$ cat config.mk
export PLATFORM = sky130hd
export DESIGN_NAME = mem_address_exec_stage_flat
export DESIGN_NICKNAME = d
export VERILOG_FILES = /design/src/rtl/mem_address_exec_stage_pkg.sv /design/src/rtl/mem_address_exec_stage_if.sv /design/src/rtl/mem_address_exec_stage_agu.sv /design/src/rtl/mem_address_exec_stage.sv /design/src/flat_wrapper.sv
export SDC_FILE = /design/constraint.sdc
export NUM_CORES = 1
export LEC_CHECK = 0
export ABC_CLOCK_PERIOD_IN_PS = 8000
export CORE_MARGIN = 2
export CORE_UTILIZATION = 50
export DETAILED_ROUTE_END_ITERATION = 8
export PLACE_DENSITY = 0.84
export REMOVE_ABC_BUFFERS = 1
export SLEW_MARGIN = 20
export SYNTH_ARGS = -nofsm -noshare
export SYNTH_HDL_FRONTEND = slang
export SYNTH_HIERARCHICAL = 1
export SYNTH_SLANG_ARGS = --single-unit
$ cat constraint.sdc
create_clock -name clk -period 8 [get_ports clk]
set_input_delay 1.2 -clock clk [delete_from_list [all_inputs] [get_ports clk]]
set_output_delay 1.2 -clock clk [all_outputs]
set_load 0.005 [all_outputs]
$ cat src/rtl/mem_address_exec_stage_pkg.sv
// Shared types for the memory-pipe execution stage.
// Holds the access-size enum, the per-lane result record, the bypass select
// width and the flush range test used by this and other backend stages.
package mem_address_exec_stage_pkg;

  // Active-list pointer width carried in the lane record.
  localparam int unsigned AlPtrW = 6;
  // Bypass select code width: 0 = register-read operand, 1..BYP_SRC = bypass.
  localparam int unsigned SelW   = 2;

  typedef enum logic [1:0] {
    SizeByte = 2'd0,
    SizeHalf = 2'd1,
    SizeWord = 2'd2,
    SizeRsvd = 2'd3
  } mem_access_size_e;

  typedef struct packed {
    logic [31:0]       addr;
    logic [31:0]       wdata;
    logic [3:0]        be;
    logic              misaligned;
    logic              is_store;
    logic [AlPtrW-1:0] al_ptr;
  } lane_res_t;

  // True when p lies in the flushed range [head, tail) of the circular active
  // list; head == tail is an empty range unless all ops are flushed.
  function automatic logic flush_range_hit(input logic              req,
                                           input logic              all,
                                           input logic [AlPtrW-1:0] head,
                                           input logic [AlPtrW-1:0] tail,
                                           input logic [AlPtrW-1:0] p);
    logic hit;
    hit = 1'b0;
    if (req) begin
      if (all) begin
        hit = 1'b1;
      end else if (head < tail) begin
        hit = (p >= head) && (p < tail);
      end else if (head > tail) begin
        hit = (p >= head) || (p < tail);
      end
    end
    return hit;
  endfunction

endpackage

$ cat src/rtl/mem_address_exec_stage_if.sv
// Bundle of the register-read, bypass, flush, result and issue-queue release
// signals of the memory execution stage. clk/rst are not part of the bundle.
//   master : the surrounding backend (drives in_*, stall/clear/flush, reads results)
//   slave  : the execution stage itself
interface mem_address_exec_stage_if #(
  parameter int unsigned LANES    = 2,
  parameter int unsigned AL_PTR_W = 6,
  parameter int unsigned IQ_PTR_W = 4,
  parameter int unsigned BYP_SRC  = 2
);
  logic                         stall;
  logic                         clear;
  logic [LANES-1:0]             in_valid;
  logic [LANES*AL_PTR_W-1:0]    in_al_ptr;
  logic [LANES*32-1:0]          in_opnd_a;
  logic [LANES*32-1:0]          in_opnd_b;
  logic [LANES*2-1:0]           in_sel_a;
  logic [LANES*2-1:0]           in_sel_b;
  logic [BYP_SRC*32-1:0]        byp_data;
  logic [LANES*12-1:0]          in_imm;
  logic [LANES*2-1:0]           in_size;
  logic [LANES-1:0]             in_is_store;
  logic [LANES-1:0]             in_replay;
  logic [LANES*IQ_PTR_W-1:0]    in_iq_ptr;
  logic                         flush_req;
  logic                         flush_all;
  logic [AL_PTR_W-1:0]          flush_head;
  logic [AL_PTR_W-1:0]          flush_tail;
  logic [LANES-1:0]             out_valid;
  logic [LANES*32-1:0]          out_addr;
  logic [LANES*32-1:0]          out_wdata;
  logic [LANES*4-1:0]           out_be;
  logic [LANES-1:0]             out_misaligned;
  logic [LANES-1:0]             out_is_store;
  logic [LANES*AL_PTR_W-1:0]    out_al_ptr;
  logic [LANES-1:0]             iq_rel_valid;
  logic [LANES*IQ_PTR_W-1:0]    iq_rel_ptr;
  logic [LANES-1:0]             iq_rel_replay;

  modport master (
    output stall, clear, in_valid, in_al_ptr, in_opnd_a, in_opnd_b, in_sel_a, in_sel_b,
           byp_data, in_imm, in_size, in_is_store, in_replay, in_iq_ptr,
           flush_req, flush_all, flush_head, flush_tail,
    input  out_valid, out_addr, out_wdata, out_be, out_misaligned, out_is_store,
           out_al_ptr, iq_rel_valid, iq_rel_ptr, iq_rel_replay
  );

  modport slave (
    input  stall, clear, in_valid, in_al_ptr, in_opnd_a, in_opnd_b, in_sel_a, in_sel_b,
           byp_data, in_imm, in_size, in_is_store, in_replay, in_iq_ptr,
           flush_req, flush_all, flush_head, flush_tail,
    output out_valid, out_addr, out_wdata, out_be, out_misaligned, out_is_store,
           out_al_ptr, iq_rel_valid, iq_rel_ptr, iq_rel_replay
  );
endinterface

$ cat src/rtl/mem_address_exec_stage_agu.sv
// Combinational address-generation lane.
// Resolves base/store-data operands through the bypass select, forms the
// effective address, checks alignment, builds byte enables and formats store data.
//   opnd_a_i/opnd_b_i : register-read base / store-data operands
//   sel_a_i/sel_b_i   : bypass select codes
//   byp_data_i        : bypass network results
//   imm_i, size_i, is_store_i, al_ptr_i : op attributes
//   res_o             : lane result record
module mem_agu_lane
  import mem_address_exec_stage_pkg::*;
#(
  parameter int unsigned BYP_SRC = 2
) (
  input  logic [31:0]         opnd_a_i,
  input  logic [31:0]         opnd_b_i,
  input  logic [SelW-1:0]     sel_a_i,
  input  logic [SelW-1:0]     sel_b_i,
  input  logic [BYP_SRC*32-1:0] byp_data_i,
  input  logic [11:0]         imm_i,
  input  logic [1:0]          size_i,
  input  logic                is_store_i,
  input  logic [AlPtrW-1:0]   al_ptr_i,
  output lane_res_t           res_o
);

  // Codes above BYP_SRC have no source and resolve to zero.
  function automatic logic [31:0] sel_opnd(input logic [31:0]         opnd,
                                           input logic [SelW-1:0]     sel,
                                           input logic [BYP_SRC*32-1:0] byp);
    logic [31:0] r;
    r = '0;
    if (sel == '0) r = opnd;
    for (int unsigned k = 0; k < BYP_SRC; k++) begin
      if (sel == SelW'(k + 1)) r = byp[k*32 +: 32];
    end
    return r;
  endfunction

  logic [31:0]      base;
  logic [31:0]      sdata;
  logic [31:0]      addr;
  logic             misaligned;
  logic [3:0]       be;
  logic [31:0]      wdata;
  mem_access_size_e size;

  always_comb begin
    base  = sel_opnd(opnd_a_i, sel_a_i, byp_data_i);
    sdata = sel_opnd(opnd_b_i, sel_b_i, byp_data_i);
    addr  = base + {{20{imm_i[11]}}, imm_i};
    size  = mem_access_size_e'(size_i);

    misaligned = 1'b0;
    be         = 4'b0000;
    wdata      = '0;
    case (size)
      SizeByte: begin
        be    = 4'b0001 << addr[1:0];
        wdata = {4{sdata[7:0]}};
      end
      SizeHalf: begin
        misaligned = addr[0];
        be         = 4'b0011 << addr[1:0];
        wdata      = {2{sdata[15:0]}};
      end
      SizeWord: begin
        misaligned = (addr[1:0] != 2'b00);
        be         = 4'b1111;
        wdata      = sdata;
      end
      default: misaligned = 1'b1;
    endcase

    if (misaligned) be = 4'b0000;
    if (!is_store_i) wdata = '0;

    res_o            = '0;
    res_o.addr       = addr;
    res_o.wdata      = wdata;
    res_o.be         = be;
    res_o.misaligned = misaligned;
    res_o.is_store   = is_store_i;
    res_o.al_ptr     = al_ptr_i;
  end

endmodule

$ cat src/rtl/mem_address_exec_stage.sv
// Memory-pipe execution stage between register read and cache access.
// Captures each lane's op, runs it through an AGU lane and registers the
// result; handles stall hold, clear, selective flush and the one-shot
// issue-queue release pulse.
//   clk, rst : clock, asynchronous active-high reset
//   bus      : slave side of mem_address_exec_stage_if (all other signals)
module mem_address_exec_stage
  import mem_address_exec_stage_pkg::*;
#(
  parameter int unsigned LANES    = 2,
  parameter int unsigned AL_PTR_W = AlPtrW,
  parameter int unsigned IQ_PTR_W = 4,
  parameter int unsigned BYP_SRC  = 2
) (
  input logic                    clk,
  input logic                    rst,
  mem_address_exec_stage_if.slave bus
);

  lane_res_t agu_res [LANES];
  lane_res_t lane_q  [LANES];
  lane_res_t lane_d  [LANES];

  logic [LANES-1:0]          valid_q, valid_d;
  logic [LANES-1:0]          pend_q, pend_d;       // held op came in valid
  logic [LANES-1:0]          released_q, released_d;
  logic [LANES-1:0]          rel_q, rel_d;
  logic [LANES-1:0]          replay_q, replay_d;
  logic [LANES*IQ_PTR_W-1:0] iq_ptr_q, iq_ptr_d;

  for (genvar g = 0; g < LANES; g++) begin : g_lane
    mem_agu_lane #(
      .BYP_SRC (BYP_SRC)
    ) u_agu (
      .opnd_a_i   (bus.in_opnd_a[g*32 +: 32]),
      .opnd_b_i   (bus.in_opnd_b[g*32 +: 32]),
      .sel_a_i    (bus.in_sel_a[g*2 +: 2]),
      .sel_b_i    (bus.in_sel_b[g*2 +: 2]),
      .byp_data_i (bus.byp_data),
      .imm_i      (bus.in_imm[g*12 +: 12]),
      .size_i     (bus.in_size[g*2 +: 2]),
      .is_store_i (bus.in_is_store[g]),
      .al_ptr_i   (bus.in_al_ptr[g*AL_PTR_W +: AL_PTR_W]),
      .res_o      (agu_res[g])
    );
  end

  always_comb begin
    valid_d    = valid_q;
    pend_d     = pend_q;
    released_d = released_q;
    rel_d      = '0;
    replay_d   = replay_q;
    iq_ptr_d   = iq_ptr_q;
    for (int unsigned i = 0; i < LANES; i++) begin
      lane_d[i] = lane_q[i];
      if (!bus.stall) begin
        lane_d[i]     = agu_res[i];
        // Killed ops still release their issue-queue entry.
        valid_d[i]    = bus.in_valid[i] & ~bus.clear &
                        ~flush_range_hit(bus.flush_req, bus.flush_all, bus.flush_head,
                                         bus.flush_tail, bus.in_al_ptr[i*AL_PTR_W +: AL_PTR_W]);
        pend_d[i]     = bus.in_valid[i];
        rel_d[i]      = bus.in_valid[i];
        released_d[i] = 1'b0;
        replay_d[i]   = bus.in_replay[i];
        iq_ptr_d[i*IQ_PTR_W +: IQ_PTR_W] = bus.in_iq_ptr[i*IQ_PTR_W +: IQ_PTR_W];
      end else begin
        // Clear/flush still kill a held op in place; its other fields hold.
        valid_d[i]    = valid_q[i] & ~bus.clear &
                        ~flush_range_hit(bus.flush_req, bus.flush_all, bus.flush_head,
                                         bus.flush_tail, lane_q[i].al_ptr);
        rel_d[i]      = pend_q[i] & ~(released_q[i] | rel_q[i]);
        released_d[i] = released_q[i] | rel_q[i];
      end
    end
  end

  always_ff @(posedge clk or posedge rst) begin
    if (rst) begin
      valid_q    <= '0;
      pend_q     <= '0;
      released_q <= '0;
      rel_q      <= '0;
      replay_q   <= '0;
      iq_ptr_q   <= '0;
      for (int unsigned i = 0; i < LANES; i++) lane_q[i] <= '0;
    end else begin
      valid_q    <= valid_d;
      pend_q     <= pend_d;
      released_q <= released_d;
      rel_q      <= rel_d;
      replay_q   <= replay_d;
      iq_ptr_q   <= iq_ptr_d;
      for (int unsigned i = 0; i < LANES; i++) lane_q[i] <= lane_d[i];
    end
  end

  always_comb begin
    bus.out_valid      = valid_q;
    bus.iq_rel_valid   = rel_q;
    bus.iq_rel_replay  = replay_q;
    bus.iq_rel_ptr     = iq_ptr_q;
    bus.out_addr       = '0;
    bus.out_wdata      = '0;
    bus.out_be         = '0;
    bus.out_misaligned = '0;
    bus.out_is_store   = '0;
    bus.out_al_ptr     = '0;
    for (int unsigned i = 0; i < LANES; i++) begin
      bus.out_addr[i*32 +: 32]             = lane_q[i].addr;
      bus.out_wdata[i*32 +: 32]            = lane_q[i].wdata;
      bus.out_be[i*4 +: 4]                 = lane_q[i].be;
      bus.out_misaligned[i]                = lane_q[i].misaligned;
      bus.out_is_store[i]                  = lane_q[i].is_store;
      bus.out_al_ptr[i*AL_PTR_W +: AL_PTR_W] = lane_q[i].al_ptr;
    end
  end

endmodule

$ cat src/flat_wrapper.sv
// flat-port wrapper written by rule: the top's interface ports become plain ports
module mem_address_exec_stage_flat import mem_address_exec_stage_pkg::*;
#(
  parameter int unsigned LANES    = 2,
  parameter int unsigned AL_PTR_W = AlPtrW,
  parameter int unsigned IQ_PTR_W = 4,
  parameter int unsigned BYP_SRC  = 2
)
  (clk, rst, bus_stall, bus_clear, bus_in_valid, bus_in_al_ptr, bus_in_opnd_a, bus_in_opnd_b, bus_in_sel_a, bus_in_sel_b, bus_byp_data, bus_in_imm, bus_in_size, bus_in_is_store, bus_in_replay, bus_in_iq_ptr, bus_flush_req, bus_flush_all, bus_flush_head, bus_flush_tail, bus_out_valid, bus_out_addr, bus_out_wdata, bus_out_be, bus_out_misaligned, bus_out_is_store, bus_out_al_ptr, bus_iq_rel_valid, bus_iq_rel_ptr, bus_iq_rel_replay);
  mem_address_exec_stage_if #(.LANES(LANES), .AL_PTR_W(AL_PTR_W), .IQ_PTR_W(IQ_PTR_W), .BYP_SRC(BYP_SRC)) bus_i ();
  input logic clk;
  input logic rst;
  input wire logic [$bits(bus_i.stall)-1:0] bus_stall;
  input wire logic [$bits(bus_i.clear)-1:0] bus_clear;
  input wire logic [$bits(bus_i.in_valid)-1:0] bus_in_valid;
  input wire logic [$bits(bus_i.in_al_ptr)-1:0] bus_in_al_ptr;
  input wire logic [$bits(bus_i.in_opnd_a)-1:0] bus_in_opnd_a;
  input wire logic [$bits(bus_i.in_opnd_b)-1:0] bus_in_opnd_b;
  input wire logic [$bits(bus_i.in_sel_a)-1:0] bus_in_sel_a;
  input wire logic [$bits(bus_i.in_sel_b)-1:0] bus_in_sel_b;
  input wire logic [$bits(bus_i.byp_data)-1:0] bus_byp_data;
  input wire logic [$bits(bus_i.in_imm)-1:0] bus_in_imm;
  input wire logic [$bits(bus_i.in_size)-1:0] bus_in_size;
  input wire logic [$bits(bus_i.in_is_store)-1:0] bus_in_is_store;
  input wire logic [$bits(bus_i.in_replay)-1:0] bus_in_replay;
  input wire logic [$bits(bus_i.in_iq_ptr)-1:0] bus_in_iq_ptr;
  input wire logic [$bits(bus_i.flush_req)-1:0] bus_flush_req;
  input wire logic [$bits(bus_i.flush_all)-1:0] bus_flush_all;
  input wire logic [$bits(bus_i.flush_head)-1:0] bus_flush_head;
  input wire logic [$bits(bus_i.flush_tail)-1:0] bus_flush_tail;
  output wire logic [$bits(bus_i.out_valid)-1:0] bus_out_valid;
  output wire logic [$bits(bus_i.out_addr)-1:0] bus_out_addr;
  output wire logic [$bits(bus_i.out_wdata)-1:0] bus_out_wdata;
  output wire logic [$bits(bus_i.out_be)-1:0] bus_out_be;
  output wire logic [$bits(bus_i.out_misaligned)-1:0] bus_out_misaligned;
  output wire logic [$bits(bus_i.out_is_store)-1:0] bus_out_is_store;
  output wire logic [$bits(bus_i.out_al_ptr)-1:0] bus_out_al_ptr;
  output wire logic [$bits(bus_i.iq_rel_valid)-1:0] bus_iq_rel_valid;
  output wire logic [$bits(bus_i.iq_rel_ptr)-1:0] bus_iq_rel_ptr;
  output wire logic [$bits(bus_i.iq_rel_replay)-1:0] bus_iq_rel_replay;
  assign bus_i.stall = bus_stall;
  assign bus_i.clear = bus_clear;
  assign bus_i.in_valid = bus_in_valid;
  assign bus_i.in_al_ptr = bus_in_al_ptr;
  assign bus_i.in_opnd_a = bus_in_opnd_a;
  assign bus_i.in_opnd_b = bus_in_opnd_b;
  assign bus_i.in_sel_a = bus_in_sel_a;
  assign bus_i.in_sel_b = bus_in_sel_b;
  assign bus_i.byp_data = bus_byp_data;
  assign bus_i.in_imm = bus_in_imm;
  assign bus_i.in_size = bus_in_size;
  assign bus_i.in_is_store = bus_in_is_store;
  assign bus_i.in_replay = bus_in_replay;
  assign bus_i.in_iq_ptr = bus_in_iq_ptr;
  assign bus_i.flush_req = bus_flush_req;
  assign bus_i.flush_all = bus_flush_all;
  assign bus_i.flush_head = bus_flush_head;
  assign bus_i.flush_tail = bus_flush_tail;
  assign bus_out_valid = bus_i.out_valid;
  assign bus_out_addr = bus_i.out_addr;
  assign bus_out_wdata = bus_i.out_wdata;
  assign bus_out_be = bus_i.out_be;
  assign bus_out_misaligned = bus_i.out_misaligned;
  assign bus_out_is_store = bus_i.out_is_store;
  assign bus_out_al_ptr = bus_i.out_al_ptr;
  assign bus_iq_rel_valid = bus_i.iq_rel_valid;
  assign bus_iq_rel_ptr = bus_i.iq_rel_ptr;
  assign bus_iq_rel_replay = bus_i.iq_rel_replay;
  mem_address_exec_stage #(.LANES(LANES), .AL_PTR_W(AL_PTR_W), .IQ_PTR_W(IQ_PTR_W), .BYP_SRC(BYP_SRC)) u_core (.clk(clk), .rst(rst), .bus(bus_i));
endmodule
* After elaboration in Yosys (flattened, before gate mapping) *
Cells that the tools add are included.

word-level totals
  register bits = 170
  bits in latches = 0
  RAM bits = 0
  memory bits (read-only) = 0
  bits of input ports = 272
  output and inout bits = 166
  logic and storage cells = 129
  memories = 0

operators by class
  $add $sub $neg = 2
  $mul = 0
  divide/modulo/power cells = 0
  $lt $le $gt $ge = 10
  eq/ne operators = 12
  shift operators = 4
  muxes and demuxes = 48
  bitwise gates (word level) = 19
  reduce and logical (&&, ||, !) cells = 16

operators with widths
  cell                                             count
  2-to-1 mux 32 bit                                14
  case mux 32 bit (3 select lines)                 2
  adder 32 bit                                     2
  < comparator 6 bit                               5
  2-to-1 mux 1 bit                                 26
  >= comparator 6 bit                              4
  case mux 4 bit (3 select lines)                  2
  == test 2 x 1 -> 1 bit, second input constant    6
  == test 2 bit, second input constant             6
  logical NOT 2 bit                                6
  bitwise AND 1 bit                                10
  2-to-1 mux 4 bit                                 2
  << shifter 1 x 2 -> 4 bit, first input constant  2
  << shifter 2 x 2 -> 4 bit, first input constant  2
  inverter 1 bit                                   7
  greater-than comparator 6 bit                    1
  case mux 1 bit (3 select lines)                  2
  logical AND 1 bit                                4
  logical OR 1 bit                                 4
  nonzero test 2 bit                               2
  OR 1 bit                                         2

* Depth between registers and ports, before layout *
Gate-level depths: netlist of the first run.

  depth in word-level cells = 10
  mapped depth = 17
  depth with buffers taken out = 14

* Cells and area by module *
Netlist of the first run, hierarchy kept.

by module, submodules not included
  module                                  times used  cells an instance  area an instance (um^2)  sequential area each (um^2)
  mem_address_exec_stage                  1           514                7425.9                   4254.1
  mem_agu_lane at u_core.g_lane[1].u_agu  1           590                3706.1                   0.0
  mem_agu_lane at u_core.g_lane[0].u_agu  1           570                3637.2                   0.0

* Least setup slack after synthesis of the first run *
OpenSTA, ideal clock, no wires.

  path kind = input-to-reg
  start = input bus_in_sel_a[1]
  end = register u_core/bus.out_addr[30] (netlist name)
  library setup time = 0.125 ns
  arrival time = 4.236 ns
  required time = 7.875 ns
  setup slack = 3.639 ns
  stages = 15
  buffers on the path = 2
  cells stage by stage = clkbuf_1 clkbuf_1 mux2i_1 o21ai_0 ha_1 inv_1 fa_1 nor2b_1 o211ai_1 a21o_1 o211ai_2 a221o_2 a311oi_2 xnor2_1 mux2_2

RTL lines
  what             line                RTL
  start, declared  flat_wrapper.sv:19  input wire logic [$bits(bus_i.in_sel_a)-1:0] bus_in_sel_a;

==> run metrics, run 1 <==
status=finished clean; PortBufs=approximately 440; Top FF cell, synth=dfrtp_1; Post-synth EDFFs=0; Placement Setup Slack=2.477 ns; Final period util=between 60% and 70%; H-tree levels=4; Pleak=~8.7 nW; total gr overflow=0; final setup TNS=0 ns; Iter 0 DRT Violations=approximately 1,800; worst relative slew slack=29.80%; synth warn=6; DR WL/cell=~25 um; Tmin final=~5.2 ns; setup bufs post-CTS=0; cell depth of the worst hold path=1; DRC viols=0; fillers=between 2,000 and 2,500; highest clock rate=about 190 MHz; Clock Sink Count=170; chip height=roughly 180 um; Crit Path Class=input port to register; share of layout cells above drive strength 1=11.82%; Final #Nets=2,435; Setup crit start kind=input port; GR Util All Layers=39.04%; PnR Total Power=between 3 and 4 mW; maximum vdd drop=roughly 110 uV; type of the worst min-delay path=register to register; clock skew=a little over 0.004 ns; pwr dens=around 170 mW/mm^2; post-place instance area=0.01927 mm^2; post-route setup slack=~2.8 ns; Pre-Repair DR Iteration Count=6; total CTS buffers=17; fin area=slightly below 0.02 mm^2; count of final hold-check violations=0; synthesized area per cell=8.823 um^2; CTS resizes=0; die area=about 0.031 mm^2; vias in the first global route=about 15,000; clk buf depth=2; Max Slew Vio Count=0; Synth Instances=1,674; critical path peak fanout=19; FF-to-FF path depth=7; CTS tree=built; Crit. End Element=register; register area share after synthesis=roughly 29%; core box area=~0.029 mm^2; Die Wd=around 180 um; clock root buffer=clkbuf_16; required time worst endpoint=about 8.3 ns; Synth Cell Area=roughly 0.015 mm^2; max_cap viols=0; IO Pins=around 440; Vias=~15,000; first-pass GRT wire length=91,270 um; Yosys cell types=72; endpoints failing setup=0; largest net degree at the start of global routing=99; row cnt=62; initial antenna violation count=7; clk_lat worst skew=0.44 ns; Starting Density=roughly 51%; clk slew on worst S/H paths=around 0.07 ns; #FFs+latches synth=170; hold buffer count at CTS=0; area occupied by multi-input gates=0.009878 mm^2; Vias/cell=a little over 6; GP Congestion=1.002; RSZ-0062 raised after global routing=false; Reg2Reg Setup Slack=roughly 6.0 ns; ys async rst share=between 90% and 100%; antenna viol nets, final=0; Tightest Pin Transition=roughly 1.1 ns; Area Growth Syn to Fin=34.60%; crit path DAT=around 5.6 ns; DP HPWL=48,460 um; Seq. cell area=around 0.0043 mm^2; routed wire length=between 60,000 and 70,000 um
==> path summary, 6_finish.rpt <==
| path | startpoint | endpoint |
|---|---|---|
| max in group asynchronous | rst | u_core/bus.out_addr[52] |
| worst min register to register | u_core/released_q[0] | u_core/bus.iq_rel_valid[0] |
| worst max-delay path | bus_in_sel_a[0] | u_core/bus.out_addr[17] |
| worst min-delay path | u_core/released_q[0] | u_core/bus.iq_rel_valid[0] |
| worst max register to register | u_core/bus.out_al_ptr[3] | u_core/bus.out_valid[0] |
| min in group asynchronous | rst | u_core/bus.out_wdata[41] |
==> sequential cells by signal (all words and copies together), names as in the netlist <==
signal and flops:
u_core/bus.out_addr 64, u_core/bus.out_be 8, u_core/bus.out_misaligned 2, u_core/bus.out_valid 2
u_core/bus.iq_rel_valid 2, u_core/bus.out_wdata 64, u_core/bus.out_al_ptr 12, u_core/bus.iq_rel_replay 2
u_core/released_q 2, u_core/bus.iq_rel_ptr 8, u_core/bus.out_is_store 2, u_core/pend_q 2
==> cell usage in the layout, fill, tap and decap left out, drive strengths merged, types with 5 or more instances in the layout <==
cell type,count
o22ai,19
a21o,24
nand3,21
xnor2,33
o21ai,164
and2,20
nor2b,24
xor2,20
nand2,202
a21oi,109
clkbuf,17
o21bai,6
and3,6
o21a,9
inv,55
o211ai,13
mux2,162
buf,23
clkdlybuf4s50,431
nand2b,29
a21boi,35
mux2i,134
a211oi,13
nand4,8
a221oi,5
ha,118
dfrtp,170
a31oi,10
nor2,100
nor3,17
==> cells by family after synthesis <==
family	Yosys count	share of synthesized area, %
AND/OR/NAND/NOR	446	13.78
AO/OA/AOI/OAI	439	18.20
buffers and inverters	150	4.380
multiplexers	296	21.43
flip-flops	170	28.80
adder cells (fa/ha/maj)	120	10.27
XOR/XNOR	53	3.143
==> report_power, final <==
group	leakage [nW]	switching [mW]	internal [mW]
sequential	2.12	0.102	1.01
combinational	6.24	0.691	0.748
clock	0.294	0.429	0.449
total	8.65	1.22	2.21
==> final cells by class <==
cell class	count	area share (%)
antenna	4	0.05035
inverter	46	0.8938
multi-input combinational	1354	49.69
timing repair buffer	454	22.55
tap	384	2.417
clock buffer	17	2.140
sequential	170	21.40
clock inverter	14	0.8623
==> metrics by stage <==
stage               instances  util (%)  hold WS, ns
global placement         2408     66.79       0.4424
detailed placement       2408     66.79       0.4649
global route             2441     68.87       0.4980
finish                   2443     68.89       0.4698
CTS                      2439     68.86       0.4799
floorplan                1570         -       0.4318
==> critical path, stage by stage <==
cell and delay, ns:
clkdlybuf4s50_1 0.48, nor2b_2 0.83, buf_4 0.39, nand2_1 0.08
o21ai_0 0.10, ha_1 0.32, a21oi_1 0.30, o21a_1 0.35
a21oi_1 0.16, o41ai_1 0.63, nor3_1 0.09, nor3_1 0.24
xnor2_1 0.10, mux2_2 0.26
==> synthesized netlist by cell type (all sizes together) (21+ instances only) <==
master	instances	area, um^2
mux2	162	1824
nand3	21	110.1
xnor2	33	289.0
buf	40	234.0
nor2b	24	150.1
inv	46	172.7
mux2i	134	1341
nor2	100	375.4
a21boi	35	262.8
ha	118	1476
nand2b	29	181.4
dfrtp	170	4254
a21o	24	180.2
a21oi	109	549.3
nand2	202	758.2
clkbuf	64	240.2
o21ai	164	824.5
==> routing by layer <==
metal  vias to the layer above  wire [um]  GRT usage (%)  share of wire, %
li1                       6749          -              -                 -
met1                      7216      23770          48.95                38
met2                       998      28210          62.09                45
met3                       196       7088          11.39                11
met4                         6       3094          18.08               5.0
met5                         -         38              0             0.061
Note: power is estimated with default switching activity, not from simulation.
==> run 2, diff against run 1 <==
--- a/config.mk
+++ b/config.mk
@@ -5,11 +5,11 @@
 export SDC_FILE = /design/constraint.sdc
 export NUM_CORES = 1
 export LEC_CHECK = 0
-export ABC_CLOCK_PERIOD_IN_PS = 8000
+export ABC_CLOCK_PERIOD_IN_PS = 5310
 export CORE_MARGIN = 2
-export CORE_UTILIZATION = 50
+export CORE_UTILIZATION = 49
 export DETAILED_ROUTE_END_ITERATION = 8
-export PLACE_DENSITY = 0.84
+export PLACE_DENSITY = 0.83
 export REMOVE_ABC_BUFFERS = 1
 export SLEW_MARGIN = 20
 export SYNTH_ARGS = -nofsm -noshare
==> constraint.sdc (replaced) <==
create_clock -name clk -period 5.31 [get_ports clk]
set_input_delay 0.7965 -clock clk [delete_from_list [all_inputs] [get_ports clk]]
set_output_delay 0.7965 -clock clk [all_outputs]
set_load 0.005 [all_outputs]
==> run 2 against run 1 <==
Largest cell class unchanged. Design area increased by 0.35%. Total power grew 50%. Clock skew is 0.0038 ns higher. Sequential cell count is the same. Wire length increased by 0.10%. Via count down 0.22%. Combinational power up 51%. Critical path depth increased by 2. Non-clock buffer count increased by 5.
==> run metrics, run 2 (synthesis gave the netlist of run 1 again) <==
area occupied by multi-input gates=between 0.009 and 0.01 mm^2; Crit Path Class=input port to register; max_cap viols=0; worst relative slew slack=a little over a third; Starting Density=49.83%; maximum vdd drop=between 200 and 250 uV; highest clock rate=approximately 230 MHz; type of the worst min-delay path=register to register; worst setup path start=bus_in_sel_a[2]; commonest cells after routing, fill and taps aside=432 x clkdlybuf4s50_1, 202 x nand2_1, 170 x dfrtp_1, 162 x mux2_2, 154 x o21ai_0; row cnt=63; status=finished clean; Vias/cell=approximately 6; GP Congestion=1.062; Iter 0 DRT Violations=around 1,600; setup bufs post-CTS=0; Seq. cell area=0.004254 mm^2; DRC viols=0; crit path DAT=approximately 4.8 ns; IO Pins=438; largest net degree at the start of global routing=98; clk buf depth=2; antenna viol nets, final=0; Tmin final=between 4 and 5 ns; DP HPWL=around 50,000 um; H-tree levels=4; CP max-delay cell=nor2b_2; RSZ-0062 raised after global routing=false; die area=0.03155 mm^2; clock root buffer=clkbuf_16; hold_sp=u_core/pend_q[0]; Setup crit start kind=input port; fillers=between 2,000 and 2,500; Pleak=roughly 8.7 nW; Clock Sink Count=between 150 and 200; Max Slew Vio Count=0; total CTS buffers=17; Tightest Pin Transition=about 0.98 ns; clock skew=~0.008 ns; placed cells=around 2,400; critical path peak fanout=13; Final period util=83.23%; Crit. End Element=register; commonest non-fill, non-tap cell in the layout=clkdlybuf4s50_1; first-pass GRT wire length=slightly above 90,000 um; chip height=177.6 um; Area Growth Syn to Fin=35.07%; hold buffer count at CTS=0; RR Startpoint=u_core/bus.out_al_ptr[3]; endpoints failing setup=0; Die Wd=around 180 um; core box area=a little under 0.03 mm^2; vias in the first global route=14,690; share of layout cells above drive strength 1=roughly an eighth; Pre-Repair DR Iteration Count=6; clk_lat worst skew=0.45 ns; GR Util All Layers=38.79%; PortBufs=roughly 440; clk slew on worst S/H paths=0.08 ns; PnR Total Power=slightly above 5 mW; routed wire length=about 62,000 um; crit path cell chain=clkdlybuf4s50_1, nor2b_2, buf_4, nand2_1, o21ai_0, ha_1, inv_1, fa_1, nor2b_1, o211ai_1, a21oi_1, o21ai_0, a21boi_0, mux2i_1, nand2_1, mux2_2; count of final hold-check violations=0; Crit path largest cell delay=roughly 0.6 ns; CTS tree=built; Final #Nets=2,440; required time worst endpoint=5.64 ns; total gr overflow=0; Vias=15,130; final cell count without fillers=approximately 2,500; initial antenna violation count=5; CTS resizes=0; pwr dens=258.5 mW/mm^2; DR WL/cell=25.38 um
[run 2: path summary, 6_finish.rpt]
kind / endpoint / slack (ns) / depth (start not counted)
max: u_core/bus.out_addr[42] / 0.89 / 16
max reg2reg: u_core/bus.out_valid[0] / 3.18 / 7
min in group asynchronous: u_core/bus.out_wdata[33] / 0.92 / 2
min reg2reg: u_core/pend_q[0] / 0.49 / 2
min: u_core/pend_q[0] / 0.49 / 2
max in group asynchronous: u_core/bus.out_addr[43] / 3.46 / 3
[run 2: layer usage]
metal	vias to the layer above	routed length, um	GRT usage [%]
met5	-	27	0
met4	4	2588	15.23
met2	953	28400	62.03
li1	6768	-	-
met1	7259	24480	49.72
met3	147	6761	10.54
[run 2: area by class of cell]
cell class | count | area share (%)
Multi-Input combinational cell | 1354 | 49.52
Inverter | 46 | 0.8906
Sequential cell | 170 | 21.32
Clock buffer | 18 | 2.151
Clock inverter | 14 | 0.8593
Tap cell | 390 | 2.446
Antenna cell | 2 | 0.02509
Timing Repair Buffer | 459 | 22.79
[run 2: metrics by stage]
stage	cell area (um^2)	setup slack [ns]	hold slack (ns)	setup TNS, ns	util, %
floorplan	14300	-0.08994	0.4318	-15.29	-
global placement	19340	0.5659	0.4402	0	65.27
detailed placement	19340	0.5422	0.4660	0	65.27
CTS	19940	1.013	0.4834	0	67.29
global route	19950	0.6431	0.5135	0	67.31
finish	19950	0.8907	0.4874	0	67.31
[run 2: worst max-delay path, delay by kind of cell]
kind,cells,cell delay (ns)
AO/OA/AOI/OAI,5,1.01
adder cells (fa/ha/maj),2,0.64
buffers and inverters,3,0.89
multiplexers,2,0.48
AND/OR/NAND/NOR,4,0.92
[run 2: where the power goes]
| group | internal [mW] | total [mW] | switching [mW] |
|---|---|---|---|
| logic | 1.13 | 2.17 | 1.04 |
| registers | 1.52 | 1.69 | 0.165 |
| clock network | 0.642 | 1.31 | 0.665 |
